### config.mk
export PLATFORM = sky130hd
export DESIGN_NAME = sb_read_arbiter
export DESIGN_NICKNAME = d
export VERILOG_FILES = /design/src/rtl/sb_pkg.sv /design/src/rtl/rr_picker.sv /design/src/rtl/sb_read_arbiter.sv
export SDC_FILE = /design/constraint.sdc
export NUM_CORES = 1
export LEC_CHECK = 0
export ABC_AREA = 1
export CAP_MARGIN = 0
export CORE_AREA = 2 2 158 160
export DETAILED_ROUTE_END_ITERATION = 10
export DIE_AREA = 0 0 160 162
export PLACE_DENSITY = 0.57
export SKIP_LAST_GASP = 1
export SYNTH_ARGS = -nofsm -noshare
export SYNTH_HDL_FRONTEND = slang
export SYNTH_SLANG_ARGS = --single-unit
### constraint.sdc
create_clock -name i_clk -period 3.29 [get_ports i_clk]
set_input_delay 0.658 -clock i_clk [delete_from_list [all_inputs] [get_ports i_clk]]
set_output_delay 0.658 -clock i_clk [all_outputs]
set_load 0.05 [all_outputs]
### src/rtl/sb_pkg.sv
// Shared types and defaults for the stream-buffer read arbiter.
package sb_pkg;

  localparam int SB_N_REQ     = 8;
  localparam int SB_LINE_SIZE = 4;
  localparam int SB_ADDR_W    = 32;
  localparam int SB_DATA_W    = 32;

  typedef enum logic {
    ARB_IDLE = 1'b0,
    ARB_ADDR = 1'b1
  } arb_state_t;

  function automatic int sb_id_w(input int n);
    return (n <= 1) ? 1 : $clog2(n);
  endfunction

endpackage

### src/rtl/rr_picker.sv
// Combinational round-robin search: first set request bit at or after i_ptr, wrapping.
module rr_picker #(
  parameter int N  = 8,
  parameter int IW = 3
) (
  input  logic [N-1:0]  i_req,
  input  logic [IW-1:0] i_ptr,
  output logic          o_grant_valid,
  output logic [IW-1:0] o_grant_idx
);

  logic [IW-1:0] w_cand;

  // N is a power of two, so IW-bit addition wraps the search naturally
  always_comb begin
    o_grant_valid = 1'b0;
    o_grant_idx   = '0;
    w_cand        = '0;
    for (int i = 0; i < N; i++) begin
      w_cand = i_ptr + IW'(i);
      if (!o_grant_valid && i_req[w_cand]) begin
        o_grant_valid = 1'b1;
        o_grant_idx   = w_cand;
      end
    end
  end

endmodule

### src/rtl/sb_read_arbiter.sv
// Shares one AXI read port among stream-buffer cells: round-robin AR grants tagged
// with the requester index, R beats steered back to their owner by RID.
//   state    | meaning
//   ARB_IDLE | choose next eligible requester, latch its index and address
//   ARB_ADDR | present the latched address to memory until mem_arready
module sb_read_arbiter
  import sb_pkg::*;
#(
  parameter int N_REQ     = SB_N_REQ,
  parameter int LINE_SIZE = SB_LINE_SIZE,
  parameter int ADDR_W    = SB_ADDR_W,
  parameter int DATA_W    = SB_DATA_W,
  parameter int ID_W      = sb_id_w(N_REQ)
) (
  input  logic                    i_clk,
  input  logic                    i_rst,
  input  logic [N_REQ-1:0]        i_req_arvalid,
  input  logic [N_REQ*ADDR_W-1:0] i_req_araddr,
  output logic [N_REQ-1:0]        o_req_arready,
  output logic [N_REQ-1:0]        o_req_rvalid,
  output logic [DATA_W-1:0]       o_req_rdata,
  output logic                    o_req_rlast,
  input  logic [N_REQ-1:0]        i_req_rready,
  output logic                    o_mem_arvalid,
  input  logic                    i_mem_arready,
  output logic [ADDR_W-1:0]       o_mem_araddr,
  output logic [ID_W-1:0]         o_mem_arid,
  output logic [7:0]              o_mem_arlen,
  input  logic                    i_mem_rvalid,
  output logic                    o_mem_rready,
  input  logic [DATA_W-1:0]       i_mem_rdata,
  input  logic [ID_W-1:0]         i_mem_rid,
  input  logic                    i_mem_rlast,
  output logic                    o_drop_pulse
);

  localparam logic [N_REQ-1:0] ONE = N_REQ'(1);

  arb_state_t          r_state, w_state_nxt;
  logic [ID_W-1:0]     r_rr_ptr;
  logic [ID_W-1:0]     r_owner;
  logic [ADDR_W-1:0]   r_addr;
  logic [N_REQ-1:0]    r_outstanding;

  logic [N_REQ-1:0]    w_eligible;
  logic                w_grant_valid;
  logic [ID_W-1:0]     w_grant_idx;
  logic [ADDR_W-1:0]   w_grant_addr;
  logic                w_ar_fire;
  logic                w_r_fire;
  logic                w_rid_out;
  logic [N_REQ-1:0]    w_owner_oh;
  logic [N_REQ-1:0]    w_rid_oh;
  logic [N_REQ-1:0]    w_set;
  logic [N_REQ-1:0]    w_clr;

  assign w_eligible   = i_req_arvalid & ~r_outstanding;
  assign w_grant_addr = i_req_araddr[w_grant_idx*ADDR_W +: ADDR_W];

  rr_picker #(
    .N  (N_REQ),
    .IW (ID_W)
  ) u_rr_picker (
    .i_req         (w_eligible),
    .i_ptr         (r_rr_ptr),
    .o_grant_valid (w_grant_valid),
    .o_grant_idx   (w_grant_idx)
  );

  always_comb begin
    w_state_nxt = r_state;
    case (r_state)
      ARB_IDLE: if (w_grant_valid) w_state_nxt = ARB_ADDR;
      ARB_ADDR: if (i_mem_arready) w_state_nxt = ARB_IDLE;
      default:  w_state_nxt = ARB_IDLE;
    endcase
  end

  // Handshakes are masked during reset so no pulse escapes a reset cycle
  assign w_ar_fire  = (r_state == ARB_ADDR) && i_mem_arready && !i_rst;
  assign w_owner_oh = ONE << r_owner;
  assign w_rid_oh   = ONE << i_mem_rid;
  assign w_rid_out  = r_outstanding[i_mem_rid];

  assign o_mem_rready = w_rid_out ? i_req_rready[i_mem_rid] : 1'b1;
  assign w_r_fire     = i_mem_rvalid && o_mem_rready;
  assign w_set        = w_ar_fire ? w_owner_oh : '0;
  assign w_clr        = (w_r_fire && i_mem_rlast) ? w_rid_oh : '0;

  always_ff @(posedge i_clk) begin
    if (i_rst) begin
      r_state       <= ARB_IDLE;
      r_rr_ptr      <= '0;
      r_owner       <= '0;
      r_addr        <= '0;
      r_outstanding <= '0;
    end else begin
      r_state       <= w_state_nxt;
      r_outstanding <= (r_outstanding & ~w_clr) | w_set;
      if (r_state == ARB_IDLE && w_grant_valid) begin
        r_owner <= w_grant_idx;
        r_addr  <= w_grant_addr;
      end
      if (w_ar_fire) r_rr_ptr <= r_owner + 1'b1;
    end
  end

  assign o_mem_arvalid = (r_state == ARB_ADDR);
  assign o_mem_araddr  = r_addr;
  assign o_mem_arid    = r_owner;
  assign o_mem_arlen   = 8'(LINE_SIZE - 1);
  assign o_req_arready = w_ar_fire ? w_owner_oh : '0;

  assign o_req_rvalid  = (i_mem_rvalid && w_rid_out) ? w_rid_oh : '0;
  assign o_req_rdata   = i_mem_rdata;
  assign o_req_rlast   = i_mem_rlast;
  assign o_drop_pulse  = i_mem_rvalid && !w_rid_out && !i_rst;

endmodule
==> Implementation_results.wiki, run 1 <==
{| class="wikitable"
! Metric !! Value
|-
| Mean instance size in the synthesized netlist || 5.515 µm²
|-
| Setup TNS Final || 0 ps
|-
| Core region area || 24,110 µm²
|-
| Detailed placement HPWL || 21,820 µm
|-
| Number of sinks handled by clock tree synthesis || 47
|-
| Startpoint of the most critical hold path || r_outstanding[2]
|-
| Worst Path Max Fanout || 21
|-
| MaxCap Viol Count || 0
|-
| Final nets || 1,656
|-
| Static leakage power || 4.479 nW
|-
| Top Ports || 407
|-
| Longest individual stage delay on the worst path || 440 ps
|-
| Die height || 162 µm
|-
| 1st-pass router iterations || 5
|-
| Maximum ir drop on the vdd rail || 0.2827 mV
|-
| Per-cell via count in the routed design || 4.821
|-
| Depth of the worst hold-timing path || 2
|-
| Worst-case hold slack || 473.4 ps
|-
| CTS root buffer || clkbuf_16
|-
| FMAX || 320.4 MHz
|-
| Sequential cell area fraction in the yosys report || 16.56%
|-
| Post-Syn Area || 5680 µm²
|-
| Level count of the clock H-tree || 2
|-
| Outcome || completed
|-
| Data required time at the worst endpoint || 3540 ps
|-
| Data arrival time of the critical path || 3380 ps
|-
| Placed instance area || 9727 µm²
|-
| Critical Path Most Common Cell || nand3_1
|-
| Via count || 8,012
|-
| Pin slew with the least headroom to its limit || 582.6 ps
|-
| Maximum number of pins on one net before global-route repair || 79
|-
| Final-layout fill cell count || 2,621
|-
| DIE AREA || 25,920 µm²
|-
| R2r setup slk || 220 ps
|-
| Master of the slowest instance on the critical path || clkdlybuf4s50_1
|-
| Crit-path cells || clkdlybuf4s50_1, nand3_1, nand3_1, nand3_1, nand2_2, nor2_4, nand4_4, nor2_4, nand2_1, nand3b_1, buf_4, buf_12, buf_12, nand3_1, nand3_1, nand3_1, nand3_1, nand2_1, inv_1
|-
| Number of CTS-inserted buffers || 5
|-
| GRT Residual Overflow || 0
|-
| Element type at the critical path end || flip-flop
|-
| Class of the most critical setup path || input port to flip-flop
|-
| Final Max Tran Viols || 0
|-
| Post-layout min period || 3121 ps
|-
| Final routed DRC violation total || 0
|-
| Count of buffers from port buffering || 334
|-
| Share of cells above drive strength 1 || 10.47%
|-
| P_sw || 0.002685 W
|-
| Placer Congestion || 0.8798
|-
| Wire length of the first global-routing pass || 41,950 µm
|-
| Effective utilization at floorplan || 23.56%
|-
| Sum of routed wire length over all layers || 27,960 µm
|-
| Worst Skew || 8.518 ps
|-
| Initial DRC count || 581
|-
| CTS Buffer Depth || 2
|-
| Reg clk slew, reported paths || 80 ps
|-
| Width of the chip || 160 µm
|-
| Vias in the first global route || 7,730
|-
| Headroom to the max-slew limit || 61.04%
|-
| Ratio of total power to cell area || 535.6 nW/µm²
|-
| Ys Warns || 0
|-
| Critical R2R Launch || r_rr_ptr[1]
|-
| Final hold violation count || 0
|-
| Residual antenna-violating net count after detailed routing || 0
|-
| Path category of the worst min-delay check || flip-flop to flip-flop
|-
| Wirelength per Cell || 16.82 µm
|-
| R2R cell count || 19
|-
| Part of the cycle the worst path needs || 94.85%
|-
| Startpoint Class || input port
|-
| Internal Power || 0.002728 W
|-
| Async set-or-reset flop fraction in the synthesized netlist || 0%
|-
| Sequential power share || 14.2%
|-
| Tot Pwr || 0.005413 W
|-
| Area growth from synthesis to layout || 77.91%
|-
| Cell variety after synth || 34
|-
| Seq cells post-synth || 47
|-
| Final instance area || 10,110 µm²
|-
| Count of flip-flops with a built-in enable after synthesis || 0
|-
| Most common flop cell mapped by yosys || dfxtp_1
|-
| Switching portion of total power || 49.60%
|-
| Hold Path End || r_outstanding[2]
|-
| Final setup violating endpoints || 0
|-
| Number of cell rows || 57
|-
| Overall Global Routing Usage || 20.31%
|-
| Antenna violations before repair || 1
|-
| Clock power share || 11.6%
|-
| Cells after Synth || 1,030
|-
| Portion of total power attributed to combinational logic || 74.2%
|-
| Clock Latency Late Sink || 300 ps
|-
| TritonCTS clock tree || yes
|-
| Worst reg2reg endpoint || o_mem_araddr[0]
|}
[worst max path at each step]
stage	start	to	slack (ps)	depth (start not counted)
detailed placement	i_req_arvalid[3]	o_mem_araddr[12]	-130	16
CTS	i_mem_rid[0]	o_req_rvalid[0]	80	13
global route	i_req_arvalid[5]	o_mem_araddr[4]	-20	18
global placement	i_req_arvalid[2]	o_mem_araddr[12]	-90	16
floorplan	i_mem_rid[2]	o_req_rvalid[4]	370	5
finish	i_req_arvalid[3]	o_mem_araddr[0]	170	19
[power groups by stage]
stage / Clock (W) / Combinational (W) / Sequential, W
5_1_grt: 0.000680 / 0.00440 / 0.000784
2_1_floorplan: 0 / 0.00206 / 0.00116
3_5_place_dp: 0 / 0.00392 / 0.000780
6_report: 0.000630 / 0.00401 / 0.000768
4_1_cts: 0.000655 / 0.00393 / 0.000770
3_3_place_gp: 0 / 0.00390 / 0.000779
[critical path: cells and delay by family]
family,cells,cell delay (ps)
simple gates,14,1730
buf+inv,5,960
[state kept, by name, indices dropped and copies added (netlist names)]
register / count
o_mem_araddr: 32
o_mem_arid: 3
o_mem_arvalid: 1
r_outstanding: 8
r_rr_ptr: 3
[routing by layer]
layer  track usage (%)  routed length [µm]
met5                 0                   0
met4             5.324                 635
met2             35.36               13690
met1             25.35               11690
met3             4.571                1940
[kinds of logic (layout without fill, tap and decap cells)]
group / count (synthesis) / count (layout) / share of synthesized area (%)
AOI/OAI and AO/OA: 44 / 44 / 4.582
adders and majority gates: 8 / 8 / 1.762
buffers and inverters: 201 / 502 / 18.02
DFF: 47 / 47 / 16.56
xor gates and xnor gates: 3 / 3 / 0.5948
and+or+nand+nor: 725 / 725 / 58.35
other: 2 / 9 / 0.1322
[synth_stat cells, types with 7 or more instances]
cell | n | share of area, %
inv_2 | 7 | 0.46
nor2_1 | 87 | 5.7
ha_1 | 8 | 1.8
nor3_1 | 7 | 0.62
buf_2 | 53 | 4.7
nand2_1 | 214 | 14
o21ai_0 | 12 | 1.1
dfxtp_1 | 47 | 17
a21oi_1 | 14 | 1.2
nand3_1 | 404 | 36
clkbuf_1 | 14 | 0.93
buf_4 | 50 | 6.6
inv_1 | 73 | 4.8
[stage by stage]
stage / worst slack [ps] / std cells / util (%)
2_1_floorplan: 365.1 / 1036 / -
3_3_place_gp: -87.36 / 1642 / 40.35
3_5_place_dp: -130.4 / 1642 / 40.35
4_1_cts: 75.96 / 1650 / 41.07
5_1_grt: -17.96 / 1661 / 41.91
6_report: 169.4 / 1662 / 41.92
[what timing repair did]
action,CTS,global route
buffers inserted,0,10
gates resized for setup,0,21
hold buffers,0,0
setup endpoints to repair,0,38
[layout make-up]
type                            count  area (µm²)  share of cell area, %
Tap cell                          324       405.4                  4.011
Timing Repair Buffer              412        4422                  43.75
Inverter                           82       310.3                  3.070
Clock inverter                      3       47.55                 0.4705
Clock buffer                        5       125.1                  1.238
Multi-Input combinational cell    788        3852                  38.12
Sequential cell                    47       940.9                  9.310
Antenna cell                        1       2.502                0.02476
[placed cells by master, fill, tap and decap left out, types with 4 or more instances in the layout]
| cell type | instances |
|---|---|
| buf_4 | 52 |
| nand2_1 | 210 |
| nand3_2 | 6 |
| nand3_1 | 399 |
| o22ai_1 | 4 |
| inv_1 | 73 |
| a22oi_1 | 4 |
| buf_12 | 40 |
| clkbuf_16 | 7 |
| ha_1 | 6 |
| nand2_2 | 5 |
| o21ai_0 | 11 |
| nor2_4 | 4 |
| o21bai_1 | 4 |
| nor3_1 | 6 |
| dfxtp_1 | 47 |
| clkdlybuf4s50_1 | 315 |
| a21oi_1 | 13 |
| inv_2 | 6 |
| nor2_1 | 86 |
| conb_1 | 8 |
Power figures use the tool's default switching activity.
==> run 2, diff against run 1 <==
--- a/config.mk
+++ b/config.mk
@@ -10,6 +10,7 @@
 export CORE_AREA = 2 2 158 160
 export DETAILED_ROUTE_END_ITERATION = 10
 export DIE_AREA = 0 0 160 162
+export GPL_ROUTABILITY_DRIVEN = 1
 export PLACE_DENSITY = 0.57
 export SKIP_LAST_GASP = 1
 export SYNTH_ARGS = -nofsm -noshare
==> results of run 2 <==
Final layout, timing and power as in run 1 (identical DEF).
==> run 3, diff against run 2 <==
--- a/config.mk
+++ b/config.mk
@@ -16,3 +16,4 @@
 export SYNTH_ARGS = -nofsm -noshare
 export SYNTH_HDL_FRONTEND = slang
 export SYNTH_SLANG_ARGS = --single-unit
+export TNS_END_PERCENT = 10
==> run 3 against run 2 <==
- maximum frequency rose by 0.20%
- combinational power about the same
- non-clock buffer count stayed put
- utilization is 0.073 points lower
- via count is essentially flat
- critical endpoint unchanged
==> Implementation_results.wiki, run 3 (synthesis results as in run 1) <==
{| class="wikitable"
! Metric !! Value
|-
| Maximum ir drop on the vdd rail || 0.2830 mV (+0.14%)
|-
| Level count of the clock H-tree || 2 (unchanged)
|-
| Overall Global Routing Usage || 20.31% (unchanged)
|-
| Effective utilization at floorplan || 23.56% (unchanged)
|-
| Ratio of total power to cell area || 535.9 nW/µm² (about the same)
|-
| Sum of routed wire length over all layers || 27,930 µm (about the same)
|-
| Post-layout min period || 3114 ps (-6.240 ps)
|-
| Area growth from synthesis to layout || 77.60%
|-
| Number of sinks handled by clock tree synthesis || 47 (unchanged)
|-
| Part of the cycle the worst path needs || 94.66% (-0.19 points)
|-
| Width of the chip || 160 µm (unchanged)
|-
| Initial DRC count || 599 (+3.1%)
|-
| Element type at the critical path end || flip-flop
|-
| Number of flip-flops under the largest register name || 32 (unchanged)
|-
| Final routed DRC violation total || 0 (unchanged)
|-
| Static leakage power || 4.477 nW (about the same)
|-
| Headroom to the max-slew limit || 60.71% (-0.33 points)
|-
| Detailed placement HPWL || 21,820 µm (unchanged)
|-
| Path category of the worst min-delay check || flip-flop to flip-flop
|-
| Cts hold-fix bufs || 0 (unchanged)
|-
| Clock Latency Late Sink || 300 ps (about the same)
|-
| Antenna violations before repair || 1 (unchanged)
|-
| Placer Congestion || 0.8798 (unchanged)
|-
| Core region area || 24,110 µm² (unchanged)
|-
| 1st-pass router iterations || 5 (unchanged)
|-
| Minimum setup slack in the final design || 175.6 ps (+6.240 ps)
|-
| CTS Buffer Depth || 2 (unchanged)
|-
| TritonCTS clock tree || yes
|-
| CTS root buffer || clkbuf_16
|-
| Per-cell via count in the routed design || 4.820 (about the same)
|-
| Worst Path Max Fanout || 21 (unchanged)
|-
| Placement-stage worst setup slack || -130.4 ps (unchanged)
|-
| Share of cells above drive strength 1 || 10.32% (-0.15 points)
|-
| Vias in the first global route || 7,730 (unchanged)
|-
| Data arrival time of the critical path || 3370 ps (about the same)
|-
| Maximum number of pins on one net before global-route repair || 79 (unchanged)
|-
| Count of buffers from port buffering || 334 (unchanged)
|-
| Outcome || completed
|-
| MaxCap Viol Count || 0 (unchanged)
|-
| Final nets || 1,656 (unchanged)
|-
| R2r setup slk || 180 ps (-40 ps)
|-
| GRT Residual Overflow || 0 (unchanged)
|-
| RSZ-0062 raised after global routing || true
|-
| Number of CTS-inserted buffers || 5 (unchanged)
|-
| Reg clk slew, reported paths || 80 ps (about the same)
|-
| FMAX || 321.1 MHz (+0.20%)
|-
| Data required time at the worst endpoint || 3540 ps (about the same)
|-
| Most used cells in the layout excluding fill and tap cells || nand3_1, clkdlybuf4s50_1, nand2_1
|-
| Via count || 8,011 (-0.012%)
|-
| Die height || 162 µm (unchanged)
|-
| Most common library cell in the layout ignoring fill and taps || nand3_1
|-
| Wirelength per Cell || 16.81 µm (about the same)
|-
| Final Max Tran Viols || 0 (unchanged)
|-
| Wire length of the first global-routing pass || 41,950 µm (unchanged)
|-
| Final hold violation count || 0 (unchanged)
|-
| Number of cell rows || 57 (unchanged)
|-
| Pin slew with the least headroom to its limit || 587.4 ps (+4.887 ps)
|-
| Startpoint Class || input port
|-
| Top Ports || 407 (unchanged)
|-
| DIE AREA || 25,920 µm² (unchanged)
|-
| Worst Skew || 8.366 ps (-0.1527 ps)
|-
| Final setup violating endpoints || 0 (unchanged)
|-
| Residual antenna-violating net count after detailed routing || 0 (unchanged)
|-
| Tot Pwr || 0.005407 W (-0.11%)
|-
| Class of the most critical setup path || input port to flip-flop
|-
| Final-layout fill cell count || 2,622 (+0.038%)
|-
| Utilization after layout || 41.85% (-0.073 points)
|}
-- run 3: layout make-up --
| class | instances | area, µm² | area share [%] |
|---|---|---|---|
| clock inverter | 3 | 47.55 | 0.4713 |
| inverter | 82 | 310.3 | 3.076 |
| timing repair buffer | 412 | 4422 | 43.83 |
| tap | 324 | 405.4 | 4.018 |
| antenna | 1 | 2.502 | 0.02480 |
| sequential | 47 | 940.9 | 9.327 |
| clock buffer | 5 | 125.1 | 1.240 |
| multi-input combinational | 788 | 3835 | 38.01 |
-- run 3: where the power goes --
part | leakage [nW] | internal (W) | total [W] | switching, W
Combinational | 4.00 | 0.00167 | 0.00401 | 0.00234
Clock | 0.0844 | 0.000364 | 0.000629 | 0.000265
Sequential | 0.389 | 0.000690 | 0.000768 | 0.0000775
Total | 4.48 | 0.00273 | 0.00541 | 0.00268
-- run 3: worst max-delay path: stages --
cell             delay, ps
clkdlybuf4s50_1        440
nand3_1                120
nand3_1                120
nand3_1                130
nand2_2                100
nor2_4                 180
nand4_4                110
nor2_4                 180
nand2_1                 90
nand3b_1               260
buf_4                  180
buf_12                 140
buf_12                 160
nand3_1                 80
nand3_1                120
nand3_1                110
nand3_1                 80
nand2_1                 50
inv_1                   40
-- run 3: per-layer routing --
metal  global-route usage, %  vias up  wire, µm
met5                       0        -         0
met3                   4.571       37      1857
met2                   35.36      314     13680
li1                        -     4001         -
met4                   5.324        0       609
met1                   25.35     3659     11780
-- run 3: worst paths after layout --
path,from,to,depth (start not counted)
max,i_req_arvalid[3],o_mem_araddr[0],19
min,r_outstanding[2],r_outstanding[2],2
max reg2reg,r_rr_ptr[0],o_mem_araddr[0],20
min reg2reg,r_outstanding[2],r_outstanding[2],2
-- run 3: repair_timing --
action                                  4_1_cts  5_1_grt
resized for setup                             0       18
hold endpoints to repair                      0        0
setup buffers                                 0       10
endpoints found under the setup margin        0       38
-- run 3: through the flow --
step	hold WS (ps)	setup TNS, ps	instances	area (µm²)
after floorplan	444.3	0	1036	5708
after global placement	457.5	-717.5	1642	9727
after detailed placement	464.8	-2670	1642	9727
after CTS	476.4	0	1650	9899
after global routing	530.2	-452.1	1661	10090
final	473.6	0	1662	10090
==> edit: new RTL, flow settings as in run 3 <==
Reset style: asynchronous (`i_rst`), changed in one clocked block.
--- a/src/rtl/sb_read_arbiter.sv
+++ b/src/rtl/sb_read_arbiter.sv
@@ -87,7 +87,7 @@
   assign w_set        = w_ar_fire ? w_owner_oh : '0;
   assign w_clr        = (w_r_fire && i_mem_rlast) ? w_rid_oh : '0;
 
-  always_ff @(posedge i_clk) begin
+  always_ff @(posedge i_clk or posedge i_rst) begin
     if (i_rst) begin
       r_state       <= ARB_IDLE;
       r_rr_ptr      <= '0;
Behaviour: differs if i_rst is asserted again (counterexample within 4 cycles, from zero or initial values and one cycle with i_rst high); with i_rst held inactive, the same outputs for 4 cycles.
==> edit against run 3 <==
- area after synthesis is 0.53% higher
- wire length is 3.6% higher
- critical path depth is 6 lower
- highest routed layer unchanged
- die area stayed put
- worst setup slack better by 0.0065 ns
- sequential cell count stayed put
- register-to-register slack better by 0.04 ns
- non-clock buffer count is 24 lower
- sequential share of layout area is 2.7 points higher
- cell area is 3.3% lower
Power is not shown: default switching activity piles up to over one toggle a cycle in this logic, so the estimate is an artifact.
==> edit: results (changes against run 3) <==
stage	metric	value	unit	change
route	initialDrtViolationCount	496		-17%
grt	grt_pass1_vias	7373		-4.6%
route	num_vias	7729		-3.5%
worst_hold_path	hold_path_class	register to register		
clocking	clockBufferDepth	2		unchanged
grt	track_usage	20.7	%	+0.37 points
critical_path	r2r-end	o_mem_araddr[28]		
route	post_drt_wl_per_cell	18.1	um	+7.8%
grt	grt_max_degree	65		-18%
worst_hold_path	holdPathStages	2		unchanged
timing	finClkSkew	0.0110	ns	+0.00263 ns
timing	max_slew_margin	51.8	%	-8.9 points
grt	grt_pass1_wl	42.0	mm	+0.16%
final_layout	drive_gt1_share	9.12	%	-1.2 points
logic_synthesis	synthArstFlopShare	100	%	+100 points
critical_path	cpPeakStageDelay	0.51	ns	+0.07 ns
critical_path	critPathArrivalTime	2.45	ns	-0.92 ns
critical_path	r2r_setup_slack	0.22	ns	+0.04 ns
placed_design	place_area	9370	um2	-3.6%
worst_hold_path	worstHoldStart	o_mem_araddr[8]		
worst_hold_path	whs_endpoint	o_mem_araddr[8]		
logic_synthesis	post_synth.cell_area_avg	5.83	um2	+5.8%
outcome	status	complete, no violations		
critical_path	reg2reg_depth	16		-20%
logic_synthesis	netlist_top_cells_count	nand3_1 (351), nand2_1 (317), buf_4 (50)		
clocking	insertion_delay	0.30	ns	about the same
placed_design	hpwlAfterDp	21.9	mm	+0.42%
final_layout	largest_register_ffs	32		unchanged
placed_design	gp_congestion	0.904		+2.8%
logic_synthesis	yosysSeqAreaShare	20.6	%	+4.0 points
final_layout	fillers	2646		+0.92%
logic_synthesis	synth-main-ff-cell	dfrtp_1		
clocking	ctsHtreeMaxLevel	2		unchanged
critical_path	regToRegStartpoint	r_rr_ptr[1]		
final_layout	fin_cells	1597		-3.9%
[edit: worst max path at each step]
stage / endpoint / slack, ns / from
2_1_floorplan: o_req_arready[4] / 0.11 / i_rst
3_3_place_gp: o_mem_araddr[16] / -0.10 / i_req_arvalid[5]
3_5_place_dp: o_mem_araddr[19] / -0.08 / i_req_arvalid[4]
4_1_cts: o_req_rvalid[7] / 0.03 / i_mem_rid[0]
5_1_grt: o_mem_araddr[31] / -0.01 / r_rr_ptr[1]
6_report: o_req_rvalid[4] / 0.18 / i_mem_rid[1]
[edit: metal layers]
metal	share of wire, %	up-vias	track usage, %
met4	1.9	0	5.28
li1	-	3798	-
met5	0	-	0
met1	42	3564	25.4
met3	6.8	29	4.70
met2	49	338	36.6
[edit: cell type report]
class	count	area [um2]	area share (%)
diodes	1	2.50	0.0257
clock buffers	5	125	1.28
clock inverters	3	46.3	0.475
inverters	52	206	2.12
multi-input cells	777	3760	38.6
flip-flops and latches	47	1180	12.1
well taps	324	405	4.16
repair buffers	388	4030	41.3
[edit: metrics by stage]
step | hold WS, ns | setup TNS [ns] | worst slack, ns
after global routing | 0.510 | -0.0190 | -0.0142
after CTS | 0.488 | 0 | 0.0273
after global placement | 0.464 | -1.29 | -0.103
final | 0.481 | 0 | 0.182
after detailed placement | 0.466 | -0.637 | -0.0840
after floorplan | 0.474 | 0 | 0.114
[edit: worst max-delay path, delay by kind of cell]
family | cells | cell delay [ns]
compound gates | 3 | 0.40
buf+inv | 6 | 0.97
simple gates | 4 | 0.42
[edit: cell families (layout without fill, tap and decap cells)]
| kind of cell | count (synthesis) | count (layout) | share of synthesized area, % |
|---|---|---|---|
| AND/OR/NAND/NOR | 717 | 717 | 56.9 |
| other | 2 | 9 | 0.132 |
| XOR/XNOR | 3 | 3 | 1.05 |
| buffers and inverters | 161 | 448 | 15.2 |
| adder cells (fa/ha/maj) | 8 | 8 | 1.75 |
| AO/OA/AOI/OAI | 41 | 41 | 4.36 |
| flip-flops | 47 | 47 | 20.6 |
[edit: timing repair]
item                                    CTS  global route
endpoints found under the setup margin    0            37
gates resized for setup                   0            13
buffers inserted                          0             8
endpoints found under the hold margin     0             0
